## src/rtl/sipo_pkg.sv

```systemverilog
// Shared constants, counter-width helper and default counter type for the
// serial-in/parallel-out unit.
package sipo_pkg;

  localparam int SIPO_DEFAULT_WIDTH = 8;

  // A word of at least 2 bits always needs at least a 1-bit counter.
  function automatic int sipo_cnt_width(input int width);
    return (width < 2) ? 1 : $clog2(width);
  endfunction

  localparam int SIPO_DEFAULT_CNT_W = sipo_cnt_width(SIPO_DEFAULT_WIDTH);

  typedef logic [SIPO_DEFAULT_CNT_W-1:0] sipo_cnt_t;

endpackage

```

## src/rtl/sipo_bit_counter.sv

```systemverilog
// Word-framing counter: counts ticks modulo WIDTH and emits a one-cycle
// registered pulse on the cycle after the counter wraps.
module sipo_bit_counter
  import sipo_pkg::*;
#(
  parameter int WIDTH = SIPO_DEFAULT_WIDTH
) (
  input  logic clk,
  input  logic reset,
  input  logic tick,
  output logic wrap_pulse
);

  localparam int CW = sipo_cnt_width(WIDTH);
  localparam logic [CW-1:0] LAST = CW'(WIDTH - 1);

  logic [CW-1:0] cnt_reg;
  logic          wrap_reg;

  always_ff @(posedge clk) begin
    if (reset) begin
      cnt_reg  <= '0;
      wrap_reg <= 1'b0;
    end else begin
      wrap_reg <= 1'b0;
      if (tick) begin
        if (cnt_reg == LAST) begin
          cnt_reg  <= '0;
          wrap_reg <= 1'b1;
        end else begin
          cnt_reg <= cnt_reg + 1'b1;
        end
      end
    end
  end

  assign wrap_pulse = wrap_reg;

endmodule

```

## src/rtl/sipo_unit.sv

```systemverilog
// Serial-in/parallel-out shift register with optional word framing.
// Define SIPO_VALID_EN to build the bit counter and q_valid pulse.
module sipo_unit
  import sipo_pkg::*;
#(
  parameter int WIDTH     = SIPO_DEFAULT_WIDTH,
  parameter int LSB_FIRST = 1
) (
  input  logic             clk,
  input  logic             reset,
  input  logic             data_in,
  output logic [WIDTH-1:0] q,
  output logic             q_valid
);

  logic [WIDTH-1:0] q_reg;

  generate
    if (LSB_FIRST != 0) begin : g_lsb_first
      always_ff @(posedge clk) begin
        if (reset) q_reg <= '0;
        else       q_reg <= {data_in, q_reg[WIDTH-1:1]};
      end
    end else begin : g_msb_first
      always_ff @(posedge clk) begin
        if (reset) q_reg <= '0;
        else       q_reg <= {q_reg[WIDTH-2:0], data_in};
      end
    end
  endgenerate

  assign q = q_reg;

`ifdef SIPO_VALID_EN
  // Every clock is a shift, so the counter ticks unconditionally.
  sipo_bit_counter #(
    .WIDTH(WIDTH)
  ) u_bit_counter (
    .clk       (clk),
    .reset     (reset),
    .tick      (1'b1),
    .wrap_pulse(q_valid)
  );
`else
  assign q_valid = 1'b0;
`endif

endmodule

```

## config.mk

```make
export PLATFORM = sky130hd
export DESIGN_NAME = sipo_unit
export DESIGN_NICKNAME = d
export VERILOG_FILES = /design/src/rtl/sipo_pkg.sv /design/src/rtl/sipo_bit_counter.sv /design/src/rtl/sipo_unit.sv
export SDC_FILE = /design/constraint.sdc
export NUM_CORES = 1
export LEC_CHECK = 0
export CAP_MARGIN = 5
export CORE_AREA = 3 3 40 42
export DETAILED_ROUTE_END_ITERATION = 10
export DIE_AREA = 0 0 43 45
export PLACE_DENSITY_LB_ADDON = 0.3
export SLEW_MARGIN = 20
export SYNTH_ARGS = -nofsm -noshare
export SYNTH_HDL_FRONTEND = slang
export SYNTH_SLANG_ARGS = --single-unit
```

## constraint.sdc

```tcl
create_clock -name clk -period 0.8 [get_ports clk]
set_input_delay 0.16 -clock clk [delete_from_list [all_inputs] [get_ports clk]]
set_output_delay 0.16 -clock clk [all_outputs]
set_load 0.03 [all_outputs]
```

-- Word-level counts from Yosys, hierarchy flattened
Cells that the tools add are included.
- register bits: 8
- word-level logic and storage cells: 1

-- Logic depth before layout (Yosys ltp)
Gate-level depths: netlist (run 1).
- depth after elaboration: 0
- gate-level depth with buffers: 1
- mapped depth without buffers: 1

-- Worst setup path before layout (run 1)
OpenSTA, ideal clock, no wires.
- kind: register to register
- from: register q_reg[1], in the netlist q[1]
- to: register q_reg[0], in the netlist q[0]
- setup time: 65 ps
- arrival: 627 ps
- setup slack: 108 ps
- stages on the path, launching flop included: 2
- buffers on the path: 0
- clock period less this slack: 692 ps
- cell sequence: dfxtp_1 > nor2b_1
- RTL lines (what ; line ; source):
    from (decl) ; sipo_unit.sv:16 ; logic [WIDTH-1:0] q_reg;
    from (signal assigned) ; sipo_unit.sv:22 ; else q_reg <= {data_in, q_reg[WIDTH-1:1]};
No word-level cell between the ends.

-- Worst setup path after layout (run 1)
- from: register q_reg[6], in the netlist q[6]
- to: output port q[6]
- RTL lines (what ; line ; source):
    to (decl) ; sipo_unit.sv:12 ; output logic [WIDTH-1:0] q,
No word-level cell between the ends.

==> results of run 1 <==
## power by group through the flow
stage               clock network [µW]  logic [µW]  registers (µW)
floorplan                            0        15.2             434
global placement                     0        54.3             418
detailed placement                   0        54.8             419
CTS                                311        59.7             414
global route                       339        63.0             414
finish                             295        59.1             414
## final timing paths
check	end	slack (ns)	cells past startpoint
max	q[6]	-0.06	1
min	q[7]	0.47	2
max reg2reg	q[0]	0.24	1
min reg2reg	q[4]	0.47	1
## cell type report
cell class,count,area (µm²),share of cell area
sequential,8,170,0.453
timing repair buffer,10,110,0.293
multi-input combinational,9,53.8,0.143
clock buffer,3,22.5,0.0600
tap,15,18.8,0.0500
## kinds of logic (layout without fill, tap and decap cells)
group / after synthesis / count (layout) / synth area share
simple gates: 8 / 8 / 0.226
other cells: 1 / 1 / 0.0169
buf+inv: 1 / 13 / 0.0339
flops: 8 / 8 / 0.723
## Yosys cell counts
library cell  count  area, µm²
buf_4             1       7.51
conb_1            1       3.75
dfxtp_1           8        160
nor2b_1           8       50.1
## per-layer routing
| layer | up-vias | track usage | share of wire |
|---|---|---|---|
| li1 | 75 | - | - |
| met1 | 69 | 0.0537 | 0.42 |
| met2 | 13 | 0.0808 | 0.42 |
| met3 | 0 | 0.0598 | 0.15 |
| met4 | 0 | 0.0361 | 0 |
| met5 | - | 0 | 0 |
## stage by stage
stage	TNS, ns	hold WS [ns]	instance area (µm²)
2_1_floorplan	0	0.232	221
3_3_place_gp	-1.26	0.452	313
3_5_place_dp	-1.46	0.458	313
4_1_cts	-0.567	0.464	375
5_1_grt	-0.769	0.473	375
6_report	-0.451	0.466	375
## timing repair
action                                 CTS  global route
resized for setup                       16             0
cloned                                   0             0
setup endpoints to repair                8             8
endpoints found under the hold margin    0             0
==> reports/results.ini, run 1 <==
[hold_path]
hold_path_class = in2reg
holdCritStartpoint = data_in

[run_status]
violations = setup timing
status = finished with violations

[clock_network]
cts-root-buf = clkbuf_4
cts_sinks = 8
ctsHoldBuffers = 0
cts_tree = built
h-tree-depth = 1
cts_setup_buffers = 0
clk_latency_ns = 0.24
clk_pin_slew_worst_paths_ns = 0.05
cts_buffers = 3
cts_buffer_depth = 2

[layout]
mostFrequentLayoutCells = 8 x nor2b_1, 8 x buf_6, 8 x dfxtp_2
largest_register_ffs = 8
area_growth_syn_to_layout_pct = 69.5
nFillCells = 131
num_antenna_cells = 0
fin_util = 0.292
drive_above_1_share = 0.633
final_nets = 35
finalNonFillerCells = 45

[route]
dr_total_vias = 157
wl_per_cell_um = 9.00
drtAntennaViolNets = 0
drc = 0
vias_per_cell = 3.49
first_iter_violations = 2
first_pass_iters = 2
routed_wl_um = 405

[pwr]
switching_share = 0.210
p_comb_frac = 0.077
peakVddDrop_mv = 0.796
power.leakage_uw = 0.000161
totalPowerFinal_uw = 768
clockPowerShare = 0.384
p_seq_frac = 0.539
p_sw_uw = 161
p_int_uw = 606
power-per-cell-area_nw_per_um2 = 2040

[setup_path]
critPathKind = reg2out
crit_path_max_incr_delay_ns = 0.33
cp_num_buf_inv = 1
arrival_ns = 0.70
cp-end-kind = primary output
crit_path_start_kind = flop
crit_family = flip-flops
crit_path_cell_trace = buf_6
crit_start = q[6]
cpMaxStageDelayCell = dfxtp_2
crit-reg2reg-launch = q[1]
required_ns = 0.64
cp_max_fo = 2

[floorplan]
start_util = 0.172
num_rows = 13
ios = 12
core_um2 = 1280
die_y_um = 45
fp.dieW_um = 43
die-area_um2 = 1940

[sta]
final-hold-violation-count = 0
period_needed_ns = 0.861
fin_crit_sh = 1.08
setup_viol = 8
fin_skew_ns = 0.000150
post-route-worst-setup-slack_ns = -0.0608
rsz0062_at_grt = yes
fmax_ghz = 1.16
drv_slew = 0

[place]
gp_congestion = 0.746
dp_slack_ns = -0.194
io_buffers = 10
dp_cells = 42

[logic_synthesis]
synthCells = 18
synth_nets = 21
syn_avg_cell_area_um2 = 12.3
synth_warnings = 0
synth_seq_cells = 8
yosysSeqAreaShare = 0.723
ys_types = 4
netlist_area_um2 = 221

[global_route]
antenna_found_initial = 0
grt_overflow_total = 0
grt_pass1_wl_um = 752
grt_pass1_vias = 191
grt_usage = 0.0585
grt_start_max_net_pins = 9

[job]
drv_cap = 0

Note: power is estimated with default switching activity, not from simulation.
==> run 2: changes to the inputs <==
Settings changed: PLACE_DENSITY_LB_ADDON 0.3 to default.
==> run 2 against run 1 <==
Effect of this change:
- total power grew 0.35%
- clock power is essentially flat
- the run still ends with setup timing left
- combinational power is essentially flat
- critical endpoint unchanged
- core utilization is the same
- largest cell class unchanged
- first-iteration DRC count shrank 50%
- fmax shrank 0.37%
- die area is the same
- via count shrank 4.5%
- clock-buffer cell count is the same
==> reports/results.ini, run 2 (synthesis results as in run 1) <==
[run_status]
status = finished with violations
violations = setup timing

[setup_path]
cp_num_buf_inv = 1  ; unchanged
cp.depth = 1  ; unchanged
crit_family = flip-flops
worstRegToRegCells = 1  ; unchanged
crit_path_max_incr_delay_ns = 0.33  ; about the same
r2r_setup_slack_ns = 0.24  ; about the same
crit_path_cell_trace = buf_6
cp-end-kind = primary output
cp-endpoint = q[6]
critPathKind = reg2out
arrival_ns = 0.70  ; about the same
crit_path_start_kind = flop
crit-reg2reg-launch = q[3]
cp_max_fo = 2  ; unchanged
timing.rr.end = q[2]
crit_start = q[6]
required_ns = 0.64  ; about the same
cpMaxStageDelayCell = dfxtp_2

[clock_network]
clk_latency_ns = 0.25  ; about the same
cts_buffer_depth = 2  ; unchanged
cts-root-buf = clkbuf_4
cts_sinks = 8  ; unchanged
cts_buffers = 3  ; unchanged
cts_tree = built
h-tree-depth = 1  ; unchanged
clk_pin_slew_worst_paths_ns = 0.05  ; about the same

[place]
io_buffers = 10  ; unchanged
gp_congestion = 0.596  ; -20%
dp_slack_ns = -0.206  ; -0.0128 ns

[sta]
drv_slew = 0  ; unchanged
period_needed_ns = 0.864  ; +0.00323 ns
fin_crit_sh = 1.08  ; +0.00403
rsz0062_at_grt = yes
fin_skew_ns = 0.000387  ; +0.000237 ns
fmax_ghz = 1.16  ; -0.37%
final-hold-violation-count = 0  ; unchanged
post-route-worst-setup-slack_ns = -0.0641  ; -0.00323 ns
setup_viol = 8  ; unchanged

[pwr]
clockPowerShare = 0.387  ; +0.003
power-per-cell-area_nw_per_um2 = 2050  ; +0.35%
switching_share = 0.213  ; +0.00277
peakVddDrop_mv = 0.593  ; -25%
p_int_uw = 606  ; about the same
power.leakage_uw = 0.000161  ; unchanged
p_comb_frac = 0.076  ; about the same
p_seq_frac = 0.537  ; -0.002
p_sw_uw = 164  ; +1.7%
totalPowerFinal_uw = 770  ; +0.35%

[hold_path]
hold_path_class = in2reg
whs_path_depth = 2  ; unchanged

[route]
drc = 0  ; unchanged
drtAntennaViolNets = 0  ; unchanged
vias_per_cell = 3.33  ; -4.5%
first_iter_violations = 1  ; -1
first_pass_iters = 2  ; unchanged
dr_total_vias = 150  ; -4.5%
routed_wl_um = 377  ; -6.9%
wl_per_cell_um = 8.38  ; -6.9%

[floorplan]
fp.dieW_um = 43  ; unchanged
start_util = 0.172  ; unchanged
ios = 12  ; unchanged
num_rows = 13  ; unchanged
core_um2 = 1280  ; unchanged
die_y_um = 45  ; unchanged
die-area_um2 = 1940  ; unchanged

[global_route]
antenna_found_initial = 0  ; unchanged
grt_overflow_total = 0  ; unchanged
grt_pass1_wl_um = 607  ; -19%
busiest_layer = met1
met1_usage = 0.0608  ; +0.00717
grt_start_max_net_pins = 9  ; unchanged
grtUsageMet2 = 0.0419  ; -0.0389
grt_usage = 0.0510  ; -0.00757
grt_pass1_vias = 130  ; -32%
met3_usage = 0.0518  ; -0.00797

[layout]
final_nets = 35  ; unchanged
area_growth_syn_to_layout_pct = 69.5  ; unchanged
num_antenna_cells = 0  ; unchanged
drive_above_1_share = 0.633  ; unchanged
largest_register_ffs = 8  ; unchanged
mostFrequentLayoutCells = 8 x nor2b_1, 8 x buf_6, 8 x dfxtp_2

[job]
drv_cap = 0  ; unchanged

run 2: repair_timing:
action / CTS / global route
cloned: 0 / 0
hold buffers: 0 / 0
hold endpoints to repair: 0 / 0
buffers inserted: 0 / 0
setup endpoints to repair: 8 / 8
gates resized for setup: 16 / 0
run 2: final cells by class:
cell class	count	area, µm²
clock buffers	3	22.5
fillers	133	910
multi-input cells	9	53.8
flip-flops and latches	8	170
well taps	15	18.8
repair buffers	10	110
run 2: how the worst min path moves through the flow:
stage                     startpoint  slack, ns   end
after floorplan                reset       0.23  q[0]
after global placement          q[1]       0.46  q[0]
after detailed placement        q[4]       0.46  q[3]
after CTS                    data_in       0.45  q[7]
after global routing         data_in       0.47  q[7]
final                        data_in       0.46  q[7]
run 2: power groups by stage:
stage	clock network, µW	registers [µW]	logic [µW]
finish	298	413	58.8
global route	327	415	62.3
CTS	312	414	59.5
detailed placement	0	419	54.7
global placement	0	419	54.4
floorplan	0	434	15.2
run 2: routing by layer:
metal / routed length (µm) / share of wire / vias up
li1: - / - / 77
met1: 182 / 0.48 / 61
met2: 118 / 0.31 / 12
met3: 77 / 0.20 / 0
met4: 0 / 0 / 0
met5: 0 / 0 / -
run 2: stage by stage:
stage               hold slack, ns  cells  utilization  TNS, ns  instance area [µm²]
CTS                          0.446     45        0.292   -0.552                  375
floorplan                    0.232     18            -        0                  221
global route                 0.471     45        0.292   -0.682                  375
global placement             0.455     42        0.243    -1.58                  313
finish                       0.456     45        0.292   -0.445                  375
detailed placement           0.460     42        0.243    -1.59                  313
==> run 3: changes to the inputs <==
Settings changed: MAX_ROUTING_LAYER from default to met4.
==> results of run 3 <==
The final DEF is identical to that of run 2; final timing and power are the same.
Main changes from that run: final weighted congestion in routability-driven placement 0.596 -> 0.600; via count of the first global-routing pass 130 -> 134; overall routing resource usage 0.0510 -> 0.0525
